### src/rtl/axi_burst_pkg.sv
// Shared types and constants for the AXI4 burst initiator.
// Holds the FSM state encoding, AXI burst/response codes and a size helper.
// No logic; imported by axi_burst_master.
package axi_burst_pkg;

  typedef enum logic [2:0] {
    ST_IDLE,
    ST_AW,
    ST_W,
    ST_B,
    ST_AR,
    ST_R,
    ST_DONE
  } state_t;

  localparam logic [1:0] AXI_BURST_INCR  = 2'b01;
  localparam logic [1:0] AXI_RESP_OKAY   = 2'b00;
  localparam logic [1:0] AXI_RESP_SLVERR = 2'b10;
  localparam logic [1:0] AXI_RESP_DECERR = 2'b11;

  // AXI AxSIZE encoding: log2 of the number of bytes per beat.
  function automatic logic [2:0] axi_size(input int width);
    logic [2:0] sz;
    sz = 3'd0;
    for (int i = 0; i < 8; i++) begin
      if ((1 << i) == (width / 8)) sz = i[2:0];
    end
    return sz;
  endfunction

endpackage

### src/rtl/axi_burst_master.sv
// AXI4 burst initiator: one local command -> one INCR burst, per-command status.
// Latency: AW/AR valid the cycle after cmd accept; W/R streams zero latency; done 1 cycle after final B/R.
// Backpressure: wr_ready follows wready, rready follows rd_ready; cmd_ready only in IDLE.
// Optional macro AXI_BURST_MASTER_4K_CHECK_EN rejects bursts that cross a 4 KB boundary.
module axi_burst_master
  import axi_burst_pkg::*;
#(
  parameter int WIDTH  = 32,
  parameter int ADDR_W = 32
) (
  input  logic                aclk,
  input  logic                aresetn,
  input  logic                cmd_valid,
  output logic                cmd_ready,
  input  logic                cmd_write,
  input  logic [ADDR_W-1:0]   cmd_addr,
  input  logic [7:0]          cmd_len,
  input  logic                wr_valid,
  output logic                wr_ready,
  input  logic [WIDTH-1:0]    wr_data,
  input  logic [WIDTH/8-1:0]  wr_strb,
  output logic                rd_valid,
  input  logic                rd_ready,
  output logic [WIDTH-1:0]    rd_data,
  output logic                rd_last,
  output logic                busy,
  output logic                done,
  output logic [1:0]          done_resp,
  output logic [ADDR_W-1:0]   awaddr,
  output logic [7:0]          awlen,
  output logic [2:0]          awsize,
  output logic [1:0]          awburst,
  output logic [2:0]          awprot,
  output logic                awvalid,
  input  logic                awready,
  output logic [WIDTH-1:0]    wdata,
  output logic [WIDTH/8-1:0]  wstrb,
  output logic                wlast,
  output logic                wvalid,
  input  logic                wready,
  input  logic [1:0]          bresp,
  input  logic                bvalid,
  output logic                bready,
  output logic [ADDR_W-1:0]   araddr,
  output logic [7:0]          arlen,
  output logic [2:0]          arsize,
  output logic [1:0]          arburst,
  output logic [2:0]          arprot,
  output logic                arvalid,
  input  logic                arready,
  input  logic [WIDTH-1:0]    rdata,
  input  logic [1:0]          rresp,
  input  logic                rlast,
  input  logic                rvalid,
  output logic                rready
);

  localparam int STRB_W = WIDTH / 8;

  state_t              state_q, state_d;
  logic [ADDR_W-1:0]   addr_q;
  logic [7:0]          len_q;
  logic [7:0]          cnt_q;
  logic [1:0]          resp_q;
  logic [1:0]          r_resp_nxt;
  logic [ADDR_W-1:0]   cmd_addr_al;
  logic                cmd_fire;
  logic                w_fire;
  logic                r_fire;
  logic                last_beat;
  logic                cross_4k;

  // Byte address is forced onto a beat boundary.
  assign cmd_addr_al = cmd_addr & ~ADDR_W'(STRB_W - 1);
  assign cmd_fire    = (state_q == ST_IDLE) && cmd_valid;
  assign w_fire      = (state_q == ST_W) && wr_valid && wready;
  assign r_fire      = (state_q == ST_R) && rvalid && rd_ready;
  assign last_beat   = (cnt_q == len_q);

`ifdef AXI_BURST_MASTER_4K_CHECK_EN
  logic [31:0] end_off;
  assign end_off  = 32'(cmd_addr_al[11:0]) + (32'(cmd_len) + 32'd1) * 32'(STRB_W);
  assign cross_4k = (end_off > 32'd4096);
`else
  assign cross_4k = 1'b0;
`endif

  // Fixed AXI attributes and latched address/length.
  assign awaddr  = addr_q;
  assign awlen   = len_q;
  assign awsize  = axi_size(WIDTH);
  assign awburst = AXI_BURST_INCR;
  assign awprot  = 3'b000;
  assign araddr  = addr_q;
  assign arlen   = len_q;
  assign arsize  = axi_size(WIDTH);
  assign arburst = AXI_BURST_INCR;
  assign arprot  = 3'b000;
  assign wdata   = wr_data;
  assign wstrb   = wr_strb;
  assign rd_data = rdata;

  // Sticky read response: first non-OKAY wins; a missing rlast on the final beat is SLVERR.
  always_comb begin
    r_resp_nxt = (resp_q == AXI_RESP_OKAY) ? rresp : resp_q;
    if (last_beat && !rlast && (r_resp_nxt == AXI_RESP_OKAY)) r_resp_nxt = AXI_RESP_SLVERR;
  end

  // State register.
  always_ff @(posedge aclk or negedge aresetn) begin
    if (!aresetn) state_q <= ST_IDLE;
    else          state_q <= state_d;
  end

  // Command latch, beat counter and completion status.
  always_ff @(posedge aclk or negedge aresetn) begin
    if (!aresetn) begin
      addr_q <= '0;
      len_q  <= '0;
      cnt_q  <= '0;
      resp_q <= AXI_RESP_OKAY;
    end else begin
      if (cmd_fire) begin
        addr_q <= cmd_addr_al;
        len_q  <= cmd_len;
        cnt_q  <= '0;
        resp_q <= cross_4k ? AXI_RESP_SLVERR : AXI_RESP_OKAY;
      end
      if (w_fire || r_fire) cnt_q <= cnt_q + 8'd1;
      if ((state_q == ST_B) && bvalid) resp_q <= bresp;
      if (r_fire) resp_q <= r_resp_nxt;
    end
  end

  // Next-state and handshake outputs; AW/AR valid come straight from the state flop.
  always_comb begin
    state_d   = state_q;
    cmd_ready = 1'b0;
    awvalid   = 1'b0;
    arvalid   = 1'b0;
    wvalid    = 1'b0;
    wr_ready  = 1'b0;
    wlast     = 1'b0;
    bready    = 1'b0;
    rd_valid  = 1'b0;
    rready    = 1'b0;
    rd_last   = 1'b0;
    done      = 1'b0;
    done_resp = AXI_RESP_OKAY;
    busy      = (state_q != ST_IDLE);
    case (state_q)
      ST_IDLE: begin
        cmd_ready = 1'b1;
        if (cmd_valid) state_d = cross_4k ? ST_DONE : (cmd_write ? ST_AW : ST_AR);
      end
      ST_AW: begin
        awvalid = 1'b1;
        if (awready) state_d = ST_W;
      end
      ST_W: begin
        wvalid   = wr_valid;
        wr_ready = wready;
        wlast    = last_beat;
        if (w_fire && last_beat) state_d = ST_B;
      end
      ST_B: begin
        bready = 1'b1;
        if (bvalid) state_d = ST_DONE;
      end
      ST_AR: begin
        arvalid = 1'b1;
        if (arready) state_d = ST_R;
      end
      ST_R: begin
        rd_valid = rvalid;
        rready   = rd_ready;
        rd_last  = last_beat;
        if (r_fire && last_beat) state_d = ST_DONE;
      end
      ST_DONE: begin
        done      = 1'b1;
        done_resp = resp_q;
        state_d   = ST_IDLE;
      end
      default: state_d = ST_IDLE;
    endcase
  end

endmodule
### config.mk
export PLATFORM = sky130hd
export DESIGN_NAME = axi_burst_master
export DESIGN_NICKNAME = d
export VERILOG_FILES = /design/src/rtl/axi_burst_pkg.sv /design/src/rtl/axi_burst_master.sv
export SDC_FILE = /design/constraint.sdc
export NUM_CORES = 1
export LEC_CHECK = 0
export CAP_MARGIN = 20
export CORE_MARGIN = 8
export CORE_UTILIZATION = 29
export DETAILED_ROUTE_END_ITERATION = 6
export GPL_TIMING_DRIVEN = 1
export PLACE_DENSITY_LB_ADDON = 0.1
export SLEW_MARGIN = 25
export SYNTH_ARGS = -nofsm -noshare
export SYNTH_HDL_FRONTEND = slang
export SYNTH_SLANG_ARGS = --single-unit
### constraint.sdc
create_clock -name aclk -period 1.74 [get_ports aclk]
set_clock_uncertainty 0.15 [all_clocks]
set_input_delay 0.348 -clock aclk [delete_from_list [all_inputs] [get_ports aclk]]
set_output_delay 0.348 -clock aclk [all_outputs]
set_load 0.05 [all_outputs]
==> results of run 1 <==
-- repair_timing --
action	in CTS	in global routing
buffers inserted	8	8
endpoints found under the setup margin	51	64
hold endpoints to repair	51	0
resized for setup	26	84
gates cloned	0	4
pin swaps	14	49
hold buffers	1	0
-- worst max-delay path, stage by stage (launching register included) --
cell	delay, ns
dfrtp_1	0.39
xor2_1	0.18
nor4_2	0.30
buf_4	0.17
and4_4	0.21
buf_12	0.13
-- synthesized netlist by cell type, types with 2 or more instances --
library cell | n | share of area (%)
nor2b_1 | 4 | 0.73
o311ai_1 | 2 | 0.51
buf_4 | 129 | 28
nand3_1 | 7 | 1.0
o21ai_0 | 4 | 0.59
nand2b_1 | 2 | 0.37
a211o_1 | 3 | 0.77
conb_1 | 2 | 0.22
xor2_1 | 8 | 2.1
clkbuf_1 | 5 | 0.55
nand2_1 | 120 | 13
nor2_1 | 4 | 0.44
and2_2 | 3 | 0.66
dfrtp_1 | 51 | 37
and3_1 | 7 | 1.3
buf_2 | 3 | 0.44
nor3_1 | 4 | 0.59
a21oi_1 | 3 | 0.44
and2_1 | 4 | 0.73
and3b_1 | 2 | 0.51
-- area by class of cell --
| class | count | area (um2) | area share [%] |
|---|---|---|---|
| Inverter | 1 | 3.75 | 0.0618 |
| Sequential cell | 51 | 1290 | 21.2 |
| Timing Repair Buffer | 199 | 2960 | 48.7 |
| Clock buffer | 8 | 156 | 2.57 |
| Multi-Input combinational cell | 222 | 1490 | 24.6 |
| Tap cell | 143 | 179 | 2.94 |
-- cells by family after synthesis --
| logic type | share of synthesized area, % |
|---|---|
| AO/OA/AOI/OAI | 5.14 |
| multiplexers | 1.40 |
| other | 0.221 |
| flip-flops | 37.5 |
| buffers and inverters | 29.9 |
| AND/OR/NAND/NOR | 23.5 |
| XOR/XNOR | 2.06 |
| adder cells (fa/ha/maj) | 0.367 |
-- per-layer routing --
metal	track usage [%]	vias up
li1	-	1290
met1	14.4	1305
met2	21.2	130
met3	6.00	26
met4	4.46	0
met5	0	-
-- registers in the layout, summed over array words and instances, names as in the netlist --
| register | cells |
|---|---|
| cnt_q | 8 |
| state_q | 3 |
| resp_q | 2 |
| araddr | 30 |
| arlen | 8 |
-- power groups by stage --
stage / clock network, uW / logic, uW / registers (uW)
6_report: 1030 / 10000 / 2450
3_3_place_gp: 0 / 9200 / 2460
2_1_floorplan: 0 / 4190 / 3500
4_1_cts: 1080 / 9580 / 2460
5_1_grt: 1130 / 10400 / 2520
3_5_place_dp: 0 / 9230 / 2480
-- stage by stage --
step           power, uW  TNS (ns)  hold slack [ns]  cells
6_report           13500     -4.99            0.435    624
5_1_grt            14100     -8.54            0.452    624
4_1_cts            13100     -3.13            0.433    615
3_5_place_dp       11700     -2.46            0.221    599
3_3_place_gp       11700     -2.65            0.219    599
2_1_floorplan       7690     -5.32          -0.0976    412
-- worst min path at each step --
stage / start / endpoint / slack (ns) / cells past startpoint
2_1_floorplan: aresetn / araddr[10] / -0.1 / 0
3_3_place_gp: aresetn / state_q[2] / 0.22 / 2
3_5_place_dp: aresetn / state_q[2] / 0.22 / 2
4_1_cts: cmd_len[5] / arlen[5] / 0.43 / 3
5_1_grt: cmd_len[1] / arlen[1] / 0.45 / 3
6_report: cnt_q[6] / cnt_q[6] / 0.44 / 2
==> metrics.cfg, run 1 <==
[grt]
grt_antenna_before_repair = 0
grt_pass1_wl_mm = 16.4
first_global_vias = 2883
grt_max_degree = 52
overflow = 0
track_usage_pct = 12.9

[clock_tree]
clockBufferDepth = 2
clock_sinks = 51
clock_latency_ns = 0.28
clkTransAtPathRegs_ns = 0.07
cts_buffers = 5
h-tree-depth = 2
cts_root_buf = clkbuf_16
cts_tree = done

[floorplan]
boundaryPins = 302
fp.dieW_um = 124
die_h_um = 124
start_util_pct = 29.8
die_area_mm2 = 0.0155
core-area_mm2 = 0.0114
rows = 39

[sta]
finalCritPeriodShare_pct = 125
rsz0062_at_grt = true
finalSetupViolCount = 56
max_freq_mhz = 461
final_hold_viol_count = 0
finalWorstSetupSlack_ns = -0.430
drv_slew = 0
min_period_ns = 2.17

[route]
dr_total_vias = 2751
wl_mm = 11.0
drtIter0Drc = 69
met2_length_mm = 5.60
ant_nets = 0
drc_errors = 0
vias_per_cell = 4.41
drtPass1Iterations = 4
top_layer_used = met4
wl_met3_um = 963
routedWlPerCell_um = 17.6
met1Wirelength_mm = 4.12

[place]
port_buffers = 143
post-place-ws_ns = -0.233
gp_congestion = 0.790
place_hpwl_mm = 8.24
placed_cell_area_mm2 = 0.00535

[job]
drv_cap = 0

[pwr]
p_switching_uw = 6370
comb_power_share_pct = 74.2
power_frac_clock_pct = 7.6
max-vdd-ir-drop_mv = 1.37
p_seq_share_pct = 18.1
p_leak_uw = 0.00295
p_sw_share_pct = 47.1
intPower_uw = 7150
powerDensity_mw_per_mm2 = 2230

[yosys]
syn_inst = 394
yosysSeqAreaShare_pct = 37.5
synth-edff-count = 0
synth_warnings = 0
ys_ff_latch = 51
synth_ff_type = dfrtp_1
async_flop_share_pct = 100
syn_area_mm2 = 0.00341
synth_cell_types = 47
postSynthAreaPerCell_um2 = 8.64

[critical_path]
rr_worst_depth = 8
r2r-start = state_q[0]
required_ns = 1.24
cp_max_fo = 3
startpoint = cnt_q[0]
r2r_setup_slack_ns = -0.11
arrival_ns = 1.67
crit_path_end = rd_last
crit_path_end_kind = output pin
crit_path_start_kind = register
timing.rr.end = araddr[30]
path_class = register to output pin

[run_status]
status = complete, but fails checks
violations = negative setup slack

[layout]
final_common_cell = buf_12
stdcell_area_mm2 = 0.00608
fillers = 1028
n_antenna_cell = 0
drive_gt1_share_pct = 50.9
final_cell_mix = buf_12 (96), nand2_1 (67), clkdlybuf4s50_1 (51)
finalNetCount = 605
area.growth.synth_to_final_pct = 78.5
post-route-util_pct = 53.2

[hold_path]
hp-class = register to register

Note: power is estimated with default switching activity, not from simulation.
==> inputs of run 2 (changes only) <==
--- a/config.mk
+++ b/config.mk
@@ -8,9 +8,10 @@
 export CAP_MARGIN = 20
 export CORE_MARGIN = 8
 export CORE_UTILIZATION = 29
+export CTS_CLUSTER_SIZE = 10
 export DETAILED_ROUTE_END_ITERATION = 6
 export GPL_TIMING_DRIVEN = 1
-export PLACE_DENSITY_LB_ADDON = 0.1
+export PLACE_DENSITY_LB_ADDON = 0.25
 export SLEW_MARGIN = 25
 export SYNTH_ARGS = -nofsm -noshare
 export SYNTH_HDL_FRONTEND = slang
==> run 2 against run 1 <==
- the flow still finishes with violations (negative setup slack)
- largest cell class unchanged
- setup slack got worse by 0.012 ns
- hold slack got worse by 0.18 ns
- critical path type unchanged
- die area did not move
- global-route usage rose by 0.24 points
- sequential power barely moved
==> metrics.cfg, run 2 (synthesis gave the netlist of run 1 again) <==
[place]
port_buffers = 143  ; unchanged
post-place-ws_ns = -0.247  ; -0.0139 ns
place_hpwl_mm = 7.86  ; -4.5%
placed_cell_area_mm2 = 0.00534  ; -0.19%
gp_congestion = 0.770  ; -2.6%

[critical_path]
r2r-start = state_q[1]
path_buf_inv = 1  ; -1
required_ns = 1.24  ; about the same
crit_path_end_kind = output pin
slowest_stage = dfrtp_2
r2r_setup_slack_ns = -0.15  ; -0.04 ns
timing.rr.end = cnt_q[2]
arrival_ns = 1.68  ; about the same
cp.depth = 4  ; -1
cp_max_fo = 3  ; unchanged
rr_worst_depth = 5  ; -3
slowest_delay_ns = 0.42  ; +0.03 ns
path_class = register to output pin
crit_path_start_kind = register
critPathTopFamily = simple AND/OR/NAND/NOR gates
crit_path_cell_trace = xor2_1, nor4_4, and4_4, buf_12

[layout]
final_common_cell = buf_12
n_antenna_cell = 0  ; unchanged
post-route-util_pct = 53.6  ; +0.39 points
final_cell_mix = buf_12 (99), nand2_1 (93), clkdlybuf4s50_1 (52)
largest_reg_flops = 30  ; unchanged
stdcell_area_mm2 = 0.00612  ; +0.74%
area.growth.synth_to_final_pct = 79.8
fillers = 1002  ; -2.5%
drive_gt1_share_pct = 47.7  ; -3.2 points
finalNetCount = 612  ; +1.2%

[route]
ant_nets = 0  ; unchanged
drtPass1Iterations = 4  ; unchanged
vias_per_cell = 4.48  ; +1.6%
drtIter0Drc = 86  ; +25%
routedWlPerCell_um = 17.5  ; -0.26%
wl_mm = 11.1  ; +0.86%
drc_errors = 0  ; unchanged
dr_total_vias = 2826  ; +2.7%

[clock_tree]
clock_sinks = 51  ; unchanged
clock_latency_ns = 0.29  ; about the same
clkTransAtPathRegs_ns = 0.07  ; about the same
h-tree-depth = 2  ; unchanged
cts_tree = done
cts_root_buf = clkbuf_16
cts_buffers = 5  ; unchanged
clockBufferDepth = 2  ; unchanged

[grt]
grt_antenna_before_repair = 0  ; unchanged
overflow = 0  ; unchanged
track_usage_pct = 13.1  ; +0.24 points
grt_pass1_wl_mm = 16.5  ; +0.51%
first_global_vias = 2977  ; +3.3%
grt_max_degree = 51  ; -1.9%

[sta]
rsz0062_at_grt = true
max_freq_mhz = 458  ; -0.56%
min_period_ns = 2.18  ; +0.0123 ns
drv_slew = 0  ; unchanged
final_hold_viol_count = 0  ; unchanged
finalSetupViolCount = 34  ; -39%
finalCritPeriodShare_pct = 125  ; +0.71 points
finalWorstSetupSlack_ns = -0.442  ; -0.0123 ns
setup_tns_ns = -3.78  ; +1.20 ns

[job]
drv_cap = 0  ; unchanged

[floorplan]
core-area_mm2 = 0.0114  ; unchanged
fp.dieW_um = 124  ; unchanged
die_h_um = 124  ; unchanged
die_area_mm2 = 0.0155  ; unchanged
rows = 39  ; unchanged
boundaryPins = 302  ; unchanged
start_util_pct = 29.8  ; unchanged

[run_status]
status = complete, but fails checks
violations = negative setup slack

[pwr]
fin_total_pwr_uw = 13700  ; +1.5%
max-vdd-ir-drop_mv = 1.38  ; +1.3%
powerDensity_mw_per_mm2 = 2240  ; +0.80%
p_leak_uw = 0.00288  ; -2.1%

[hold_path]
hp-class = input pin to asynchronous set/reset pin

## run 2: power breakdown
| group | total (uW) | leakage, uW | switching (uW) | internal (uW) |
|---|---|---|---|---|
| clock network | 998 | 0.0000658 | 466 | 532 |
| logic | 10300 | 0.00218 | 5210 | 5040 |
| registers | 2480 | 0.000639 | 801 | 1680 |
## run 2: stage by stage
stage               instances  hold WS (ns)
detailed placement        596      -0.00139
global placement          596      -0.00252
floorplan                 412       -0.0976
finish                    631         0.254
global route              631         0.257
CTS                       623         0.243
## run 2: cell type report
class,instances,area [um2],area share [%]
clock buffer,5,125,2.04
timing repair buffer,206,3100,50.6
clock inverter,3,20.0,0.327
sequential,51,1290,21.0
tap,143,179,2.92
multi-input combinational,222,1410,23.0
inverter,1,6.26,0.102
## run 2: how the worst max path moves through the flow
stage | to | from
4_1_cts | rd_last | arlen[2]
2_1_floorplan | rd_last | arlen[5]
5_1_grt | rd_last | arlen[2]
3_3_place_gp | cnt_q[5] | rvalid
6_report | rd_last | arlen[2]
3_5_place_dp | cnt_q[2] | rvalid
## run 2: routing by layer
metal | track usage (%) | routed length (um) | vias to the layer above | share of wire (%)
met5 | 0 | 0 | - | 0
met4 | 5.39 | 306 | 0 | 2.8
met3 | 6.13 | 1030 | 33 | 9.3
met2 | 21.2 | 5280 | 159 | 48
met1 | 14.7 | 4430 | 1326 | 40
li1 | - | - | 1308 | -
## run 2: repair_timing
action / 4_1_cts / 5_1_grt
endpoints found under the hold margin: 51 / 0
pin swaps: 23 / 28
resized for setup: 42 / 51
hold buffers: 1 / 0
setup buffers: 17 / 9
cloned: 3 / 3
endpoints found under the setup margin: 30 / 64
==> inputs of run 3 (changes only) <==
--- a/config.mk
+++ b/config.mk
@@ -6,10 +6,12 @@
 export NUM_CORES = 1
 export LEC_CHECK = 0
 export CAP_MARGIN = 20
-export CORE_MARGIN = 8
-export CORE_UTILIZATION = 29
+export CORE_AREA = 8 8 112 114
 export CTS_CLUSTER_SIZE = 10
 export DETAILED_ROUTE_END_ITERATION = 6
+export DIE_AREA = 0 0 120 122
+export DONT_BUFFER_PORTS = 1
+export GPL_ROUTABILITY_DRIVEN = 0
 export GPL_TIMING_DRIVEN = 1
 export PLACE_DENSITY_LB_ADDON = 0.25
 export SLEW_MARGIN = 25
==> run 3 against run 2 <==
- the flow still finishes with violations (negative setup slack)
- clock-buffer cell count increased by 1
- routed wire length down 9.6%
- final cell count decreased by 13%
- combinational power fell by 31%
- first-iteration DRC count grew 5.8%
- setup slack improved by 0.015 ns
- global-route usage is 1.0 points lower
- via count decreased by 13%
==> metrics.cfg, run 3 (synthesis gave the netlist of run 1 again) <==
[run_status]
status = complete, but fails checks
violations = negative setup slack

[hold_path]
hp-class = input pin to register

[grt]
grt_max_degree = 52  ; +2.0%
track_usage_pct = 12.1  ; -1.0 points
overflow = 0  ; unchanged
grt_pass1_wl_mm = 14.1  ; -14%
first_global_vias = 2491  ; -16%
grt_antenna_before_repair = 0  ; unchanged

[sta]
final_hold_viol_count = 0  ; unchanged
min_period_ns = 2.17  ; -0.0147 ns
drv_slew = 0  ; unchanged
rsz0062_at_grt = true
finalSetupViolCount = 59  ; +74%
whs_ns = 0.0488  ; -0.205 ns
finalWorstSetupSlack_ns = -0.428  ; +0.0146 ns
finalCritPeriodShare_pct = 125  ; -0.84 points
max_freq_mhz = 461  ; +0.68%

[critical_path]
crit_path_start_kind = register
arrival_ns = 1.67  ; about the same
path_class = register to output pin
required_ns = 1.24  ; about the same
crit_path_cell_trace = xor2_1, nor4_2, buf_4, and4_4
slowest_delay_ns = 0.42  ; about the same
cp_max_fo = 3  ; unchanged
crit_path_end_kind = output pin
critPathTopFamily = simple AND/OR/NAND/NOR gates
path_buf_inv = 1  ; unchanged
slowest_stage = dfrtp_2

[pwr]
powerDensity_mw_per_mm2 = 2230  ; -0.80%
fin_total_pwr_uw = 9760  ; -29%
p_switching_uw = 5720  ; -12%
p_leak_uw = 0.00227  ; -21%
p_seq_share_pct = 20.0  ; +1.9 points
comb_power_share_pct = 72.7  ; -2.0 points
intPower_uw = 4040  ; -44%
max-vdd-ir-drop_mv = 1.22  ; -12%
p_sw_share_pct = 58.6  ; +11 points
power_frac_clock_pct = 7.3  ; about the same

[route]
drtPass1Iterations = 4  ; unchanged
vias_per_cell = 4.48  ; about the same
routedWlPerCell_um = 18.1  ; +3.5%
dr_total_vias = 2466  ; -13%
ant_nets = 0  ; unchanged
drtIter0Drc = 91  ; +5.8%
drc_errors = 0  ; unchanged
wl_mm = 9.99  ; -9.6%

[floorplan]
die_h_um = 122  ; -1.9%
boundaryPins = 302  ; unchanged
core-area_mm2 = 0.0107  ; -6.3%
fp.dieW_um = 120  ; -3.5%
start_util_pct = 31.8  ; +2.0 points
rows = 38  ; -2.6%
die_area_mm2 = 0.0146  ; -5.4%

[clock_tree]
clock_latency_ns = 0.30  ; about the same
cts_tree = done
clkTransAtPathRegs_ns = 0.10  ; +0.03 ns
h-tree-depth = 2  ; unchanged
cts_buffers = 5  ; unchanged
clockBufferDepth = 2  ; unchanged
clock_sinks = 51  ; unchanged
cts_root_buf = clkbuf_8

[place]
place_inst = 482  ; -19%
port_buffers = 0  ; -100%
placed_cell_area_mm2 = 0.00325  ; -39%
place_hpwl_mm = 6.93  ; -12%

[layout]
area.growth.synth_to_final_pct = 28.8
final_common_cell = nand2_1
drive_gt1_share_pct = 46.5  ; -1.3 points
instances_no_fill = 551  ; -13%
stdcell_area_mm2 = 0.00439  ; -28%
largest_reg_flops = 30  ; unchanged
n_antenna_cell = 0  ; unchanged
final_cell_mix = nand2_1 (65), buf_4 (58), dfrtp_1 (43)
finalNetCount = 535  ; -13%

[job]
drv_cap = 0  ; unchanged

==> run 3: cell types whose count changed in the layout (fill, tap and decap cells not counted), sizes merged <==
cell,delta
clkdlybuf4s50,-52
clkinv,-1
buf,-64
inv,+1
clkbuf,+2
clkinvlp,-1
dlygate4sd3,+38
==> run 3: worst paths after layout <==
path                                   end  slack (ns)  cells past startpoint        from
worst max-delay path               rd_last       -0.43                      4    arlen[5]
worst min-delay path             resp_q[0]        0.05                      1    rresp[0]
worst max register to register    cnt_q[2]       -0.12                      6  state_q[1]
worst min register to register  araddr[10]        0.34                      2  araddr[10]
max in group asynchronous         arlen[7]        0.77                      2     aresetn
min in group asynchronous       araddr[12]        0.40                      2     aresetn
==> run 3: layout make-up <==
cell class,count,area (um2)
Clock inverter,2,16.3
Tap cell,140,175
Clock buffer,6,72.6
Inverter,1,3.75
Multi-Input combinational cell,222,1510
Sequential cell,51,1290
Timing Repair Buffer,129,1320
Fill cell,1026,6310
==> run 3: routing by layer <==
layer | track usage (%) | routed length (um) | vias to the layer above
met3 | 5.78 | 1000 | 16
li1 | - | - | 1147
met4 | 3.75 | 180 | 0
met2 | 21.2 | 5130 | 147
met5 | 0 | 0 | -
met1 | 12.7 | 3670 | 1156
==> run 3: through the flow <==
step / utilization (%) / worst slack [ns] / setup TNS [ns]
6_report: 41.0 / -0.428 / -6.20
5_1_grt: 41.0 / -0.526 / -9.57
4_1_cts: 36.5 / -0.457 / -4.10
3_5_place_dp: 30.4 / -0.120 / -0.190
3_3_place_gp: 30.4 / -0.120 / -0.188
2_1_floorplan: - / -0.257 / -5.32
==> run 3: repair_timing <==
| action | in CTS | in global routing |
|---|---|---|
| cloned | 0 | 4 |
| hold buffers | 33 | 7 |
| endpoints found under the hold margin | 82 | 7 |
| pin swaps | 10 | 44 |
| endpoints found under the setup margin | 16 | 63 |
| resized for setup | 30 | 81 |
| setup buffers | 12 | 5 |
==> run 3: power by group through the flow <==
stage / Sequential, uW / Combinational [uW] / Clock, uW
2_1_floorplan: 3500 / 4190 / 0
3_3_place_gp: 1960 / 6010 / 0
3_5_place_dp: 1970 / 6050 / 0
4_1_cts: 1950 / 6580 / 767
5_1_grt: 2020 / 7470 / 806
6_report: 1960 / 7090 / 714
